File: config.mk
export PLATFORM = sky130hd
export DESIGN_NAME = pipe_stage_reg
export DESIGN_NICKNAME = d
export VERILOG_FILES = /design/src/rtl/pipe_stage_reg_pkg.sv /design/src/rtl/pipe_stage_reg_slot.sv /design/src/rtl/pipe_stage_reg.sv
export SDC_FILE = /design/constraint.sdc
export NUM_CORES = 1
export LEC_CHECK = 0
export CAP_MARGIN = 20
export CORE_UTILIZATION = 45
export CTS_CLUSTER_SIZE = 28
export DETAILED_ROUTE_END_ITERATION = 16
export HOLD_SLACK_MARGIN = 0.02
export PLACE_DENSITY = 0.79
export SKIP_LAST_GASP = 1
export SLEW_MARGIN = 5
export SYNTH_ARGS = -nofsm -noshare
export SYNTH_HDL_FRONTEND = slang
export SYNTH_SLANG_ARGS = --single-unit
File: constraint.sdc
create_clock -name clk -period 2.4 [get_ports clk]
set_input_delay 0.48 -clock clk [delete_from_list [all_inputs] [get_ports clk]]
set_output_delay 0.48 -clock clk [all_outputs]
set_load 0.02 [all_outputs]
File: src/rtl/pipe_stage_reg_pkg.sv
// Shared types for the inter-stage pipeline register: slot update operations and default widths.
// No logic; imported by pipe_slot and pipe_stage_reg.
package pipe_stage_reg_pkg;

    typedef enum logic [1:0] {
        SLOT_HOLD  = 2'd0,
        SLOT_LOAD  = 2'd1,
        SLOT_CLEAR = 2'd2
    } slot_op_e;

    localparam int unsigned DEF_DATA_W = 64;
    localparam int unsigned DEF_CTRL_W = 16;
    localparam int unsigned DEF_CNT_W  = 32;

endpackage

File: src/rtl/pipe_stage_reg_slot.sv
// One pipeline entry (valid, data, ctrl): load, hold, or clear; ctrl is zeroed whenever the entry empties.
// Latency 1 cycle from op to registered contents; no handshake of its own, the parent decides the op.
module pipe_slot
    import pipe_stage_reg_pkg::*;
#(
    parameter int unsigned DATA_W   = DEF_DATA_W,
    parameter int unsigned CTRL_W   = DEF_CTRL_W,
    parameter bit          CLR_DATA = 1'b0
) (
    input  logic              clk,
    input  logic              rst_n,
    input  slot_op_e          op,
    input  logic [DATA_W-1:0] ld_data,
    input  logic [CTRL_W-1:0] ld_ctrl,
    output logic              vld,
    output logic [DATA_W-1:0] data,
    output logic [CTRL_W-1:0] ctrl
);

    logic              vld_d,  vld_q;
    logic [DATA_W-1:0] data_d, data_q;
    logic [CTRL_W-1:0] ctrl_d, ctrl_q;

    always_comb begin
        vld_d  = vld_q;
        data_d = data_q;
        ctrl_d = ctrl_q;
        case (op)
            SLOT_LOAD: begin
                vld_d  = 1'b1;
                data_d = ld_data;
                ctrl_d = ld_ctrl;
            end
            SLOT_CLEAR: begin
                // Payload survives a bubble unless the build asks for it to be scrubbed.
                vld_d  = 1'b0;
                ctrl_d = '0;
                if (CLR_DATA) begin
                    data_d = '0;
                end
            end
            default: begin
                vld_d  = vld_q;
            end
        endcase
    end

    always_ff @(posedge clk) begin
        if (!rst_n) begin
            vld_q  <= 1'b0;
            data_q <= '0;
            ctrl_q <= '0;
        end else begin
            vld_q  <= vld_d;
            data_q <= data_d;
            ctrl_q <= ctrl_d;
        end
    end

    assign vld  = vld_q;
    assign data = data_q;
    assign ctrl = ctrl_q;

endmodule

File: src/rtl/pipe_stage_reg.sv
// Inter-stage pipeline register with valid/ready handshake, optional 2-entry skid, flush, stall and stall counter.
// Latency 1 cycle; backpressure via in_ready (registered when SKID=1, combinational when SKID=0).
module pipe_stage_reg
    import pipe_stage_reg_pkg::*;
#(
    parameter int unsigned DATA_W   = DEF_DATA_W,
    parameter int unsigned CTRL_W   = DEF_CTRL_W,
    parameter bit          SKID     = 1'b1,
    parameter bit          CLR_DATA = 1'b0,
    parameter int unsigned CNT_W    = DEF_CNT_W
) (
    input  logic              clk,
    input  logic              rst_n,
    input  logic              in_valid,
    output logic              in_ready,
    input  logic [DATA_W-1:0] in_data,
    input  logic [CTRL_W-1:0] in_ctrl,
    input  logic              flush,
    input  logic              stall,
    output logic              out_valid,
    input  logic              out_ready,
    output logic [DATA_W-1:0] out_data,
    output logic [CTRL_W-1:0] out_ctrl,
    output logic [CNT_W-1:0]  perf_stall_cnt
);

    logic              m_vld,  s_vld;
    logic [DATA_W-1:0] m_data, s_data;
    logic [CTRL_W-1:0] m_ctrl, s_ctrl;
    slot_op_e          m_op,   s_op;
    logic              m_from_s;
    logic              in_fire, out_fire;
    logic [DATA_W-1:0] m_ld_data;
    logic [CTRL_W-1:0] m_ld_ctrl;
    logic [CNT_W-1:0]  perf_cnt_d, perf_cnt_q;

    assign out_valid = m_vld & ~stall;
    assign out_fire  = out_valid & out_ready;
    assign in_ready  = SKID ? (~s_vld & ~stall) : (~stall & (~m_vld | out_ready));
    assign in_fire   = in_valid & in_ready;

    // Stall needs no branch: it forces both fires low, which leaves every entry on hold.
    always_comb begin
        m_op     = SLOT_HOLD;
        s_op     = SLOT_HOLD;
        m_from_s = 1'b0;
        if (flush) begin
            m_op = SLOT_CLEAR;
            s_op = SLOT_CLEAR;
        end else if (SKID) begin
            if (out_fire && s_vld) begin
                m_op     = SLOT_LOAD;
                m_from_s = 1'b1;
                s_op     = in_fire ? SLOT_LOAD : SLOT_CLEAR;
            end else if (out_fire) begin
                m_op = in_fire ? SLOT_LOAD : SLOT_CLEAR;
            end else if (m_vld) begin
                if (in_fire) begin
                    s_op = SLOT_LOAD;
                end
            end else if (in_fire) begin
                m_op = SLOT_LOAD;
            end
        end else begin
            if (in_fire) begin
                m_op = SLOT_LOAD;
            end else if (out_fire) begin
                m_op = SLOT_CLEAR;
            end
        end
    end

    assign m_ld_data = m_from_s ? s_data : in_data;
    assign m_ld_ctrl = m_from_s ? s_ctrl : in_ctrl;

    pipe_slot #(
        .DATA_W   (DATA_W),
        .CTRL_W   (CTRL_W),
        .CLR_DATA (CLR_DATA)
    ) u_main (
        .clk     (clk),
        .rst_n   (rst_n),
        .op      (m_op),
        .ld_data (m_ld_data),
        .ld_ctrl (m_ld_ctrl),
        .vld     (m_vld),
        .data    (m_data),
        .ctrl    (m_ctrl)
    );

    generate
        if (SKID) begin : g_skid
            pipe_slot #(
                .DATA_W   (DATA_W),
                .CTRL_W   (CTRL_W),
                .CLR_DATA (CLR_DATA)
            ) u_skid (
                .clk     (clk),
                .rst_n   (rst_n),
                .op      (s_op),
                .ld_data (in_data),
                .ld_ctrl (in_ctrl),
                .vld     (s_vld),
                .data    (s_data),
                .ctrl    (s_ctrl)
            );
        end else begin : g_no_skid
            assign s_vld  = 1'b0;
            assign s_data = '0;
            assign s_ctrl = '0;
        end
    endgenerate

    assign out_data = m_data;
    assign out_ctrl = out_valid ? m_ctrl : '0;

    always_comb begin
        perf_cnt_d = perf_cnt_q;
        if (m_vld && !out_fire && !flush) begin
            perf_cnt_d = perf_cnt_q + CNT_W'(1);
        end
    end

    always_ff @(posedge clk) begin
        if (!rst_n) begin
            perf_cnt_q <= '0;
        end else begin
            perf_cnt_q <= perf_cnt_d;
        end
    end

    assign perf_stall_cnt = perf_cnt_q;

endmodule

==> impl_metrics.py <==
metrics = {
    "place": {
        "gp_congestion": 0.844,
        "dp_cells": 1359,
        "dpl_cell_area_sq_mm": 0.0108,
        "io_buffers": 199,
        "hpwl_um": 14800,
    },
    "sta": {
        "tightest_slew_ns": 0.969,
        "finalHoldViolCount": 0,
        "rsz0062_at_grt": "true",
        "timing.slew.headroom_pct": 35.4,
        "skew_ns": 0.0113,
        "hold_ws_ns": 0.462,
        "finalCriticalPeriod_ns": 2.34,
        "drv_slew": 0,
        "finalSetupViolations": 0,
        "min_period_over_period_pct": 97.5,
        "max_clock_freq_mhz": 427,
    },
    "clock_tree": {
        "cts_buffer_depth": 2,
        "clk_latency_ns": 0.44,
        "clock_sinks": 194,
        "postCtsSetupBuffers": 0,
        "hold_buffers": 0,
        "cts_tree": "yes",
        "ctsResizeCount": 18,
        "htree_levels": 4,
        "clkTransAtPathRegs_ns": 0.07,
        "cts_root_buffer": "clkbuf_16",
        "numCtsBuffers": 17,
    },
    "setup_path": {
        "reg2reg_from": "perf_stall_cnt[17]",
        "r2r_slack_ns": 0.34,
        "crit-reg2reg-capture": "perf_stall_cnt[31]",
        "worst-path-max-fanout": 17,
        "critPathArrivalTime_ns": 1.86,
        "reg2reg_depth": 4,
        "path_class": "in -> out",
        "slowest_stage": "clkdlybuf4s50_1",
        "required_ns": 1.92,
        "start_kind": "input pin",
        "cp-startpoint": "stall",
        "slowest_delay_ns": 0.41,
        "end_kind": "output pin",
        "crit_chain": "clkdlybuf4s50_1, buf_4, nor2b_1, buf_6, and2_1, clkdlybuf4s15_1",
    },
    "routing": {
        "vias_per_cell": 5.57,
        "route.detailed.drc": 0,
        "drt_iter0_drc": 469,
        "ant_nets": 0,
        "wl_per_cell_um": 15.9,
        "drt-pass1-iter-count": 5,
        "num_vias": 7745,
        "finalWirelength_um": 22100,
    },
    "yosys": {
        "yosys-top-cells-count": "dfxtp_1 (194), nor2_1 (157), nand2_1 (107), mux2i_1 (78), nand3_1 (73)",
        "ys_ff_latch": 194,
        "synth_ff_type": "dfxtp_1",
        "synth_area_leaders": "dfxtp_1 (47%), mux2i_1 (9.4%), nor2_1 (7.1%)",
        "synthCells": 972,
        "yosys.area.top_type": "dfxtp_1",
        "seq_area_frac_synth_pct": 46.8,
        "yosysWarnings": 0,
        "syn-num-nets": 1064,
        "syn_area_per_cell_sq_um": 8.54,
        "synth.most_common_cell": "dfxtp_1",
        "ys_types": 39,
        "synthArstFlopShare_pct": 0,
        "yosys.area.top_type_share_pct": 46.8,
        "synth_area_sq_mm": 0.00830,
        "synth_enable_flop_cells": 0,
    },
    "outcome": {
        "status": "finished, final reports clean",
    },
    "layout": {
        "multi_input_area_sq_mm": 0.00411,
        "num-nets-final": 1241,
        "area_growth_pct": 36.6,
        "nFillCells": 1560,
        "postLayoutCellArea_sq_mm": 0.0113,
        "drive_gt1_share_pct": 8.18,
        "num_antenna_cells": 0,
        "seq_area_sq_mm": 0.00389,
        "fin_cells": 1391,
    },
    "global_route": {
        "antenna_found_initial": 0,
        "grt_max_degree": 95,
        "grt_use_total_pct": 23.8,
        "grt-ovfl-total": 0,
        "grt_pass1_vias": 7104,
        "grt_pass1_wl_um": 35400,
    },
    "floorplan": {
        "rows": 49,
        "coreArea_sq_mm": 0.0180,
        "dieHeight_um": 138,
        "die_x_um": 138,
        "die_area_sq_mm": 0.0190,
        "initial_core_util_pct": 46.0,
        "top_level_ports": 200,
    },
    "power": {
        "total_power_mw": 7.03,
        "leakagePower_nw": 3.99,
        "power.density_mw_per_mm2": 620,
        "ir_drop_mv": 0.474,
    },
    "worst_hold_path": {
        "hp-class": "reg -> reg",
        "hold_start": "u_main.ctrl[7]",
        "min_to": "u_main.ctrl[7]",
        "hold_depth": 2,
    },
    "flow_run": {
        "maxCapViolations": 0,
    },
}
## state kept, by name, summed over array words and instances, names as in the netlist
signal	cells
u_main.ctrl	16
u_main.data	64
g_skid.u_skid.data	64
g_skid.u_skid.ctrl	16
perf_stall_cnt	32
u_main.vld	1
g_skid.u_skid.vld	1
## how the worst max path moves through the flow
stage | to | slack [ns] | depth (start not counted)
2_1_floorplan | u_main.ctrl[12] | 0.14 | 10
3_3_place_gp | g_skid.u_skid.ctrl[8] | -0.54 | 8
3_5_place_dp | g_skid.u_skid.ctrl[5] | -0.57 | 8
4_1_cts | in_ready | 0.004 | 5
5_1_grt | out_ctrl[11] | -0.03 | 6
6_report | out_ctrl[11] | 0.06 | 6
## through the flow
stage / TNS, ns / setup slack [ns] / util [%]
final: 0 / 0.0602 / 62.9
after global routing: -0.0289 / -0.0289 / 62.9
after CTS: 0 / 0.00360 / 63.0
after detailed placement: -12.86 / -0.574 / 59.7
after global placement: -11.67 / -0.541 / 59.7
after floorplan: 0 / 0.140 / -
## cells by family after synthesis
group | share of synthesized area [%]
AO/OA/AOI/OAI | 14.0
XOR/XNOR | 0.422
multiplexers | 9.41
flip-flops | 46.8
buffers and inverters | 4.22
adder cells (fa/ha/maj) | 0.905
AND/OR/NAND/NOR | 24.3
## cells in the final DEF (no fill, tap or decap), types with 21 or more instances in the layout
cell / n
mux2i_1: 78
clkdlybuf4s50_1: 181
buf_4: 30
o21ai_0: 24
a21oi_1: 33
a311oi_1: 64
nand2_1: 106
nor2_1: 156
dfxtp_1: 193
and2_1: 21
nand3_1: 73
## metal layers
| metal | vias to the layer above | track usage, % | share of wire [%] |
|---|---|---|---|
| met5 | - | 0 | 0 |
| met4 | 0 | 9.36 | 2.7 |
| met3 | 37 | 6.11 | 5.6 |
| met2 | 213 | 38.3 | 48 |
| met1 | 3698 | 30.3 | 44 |
| li1 | 3797 | - | - |
## critical path: cells and delay by family
| family | cells | cell delay [ns] |
|---|---|---|
| buf+inv | 4 | 1.06 |
| simple gates | 2 | 0.32 |
## report_power, final
group	switching, mW	internal [mW]	leakage (nW)
Combinational	0.372	0.346	2.13
Clock	1.38	1.59	0.292
Sequential	0.0468	3.29	1.57
Total	1.80	5.23	3.99
## layout make-up
type	instances	share of cell area (%)
inverter	9	0.320
tap	229	2.53
sequential	194	34.3
clock buffer	17	3.75
multi-input combinational	686	36.3
clock inverter	15	1.66
timing repair buffer	241	21.2
Note: power is estimated with default switching activity, not from simulation.
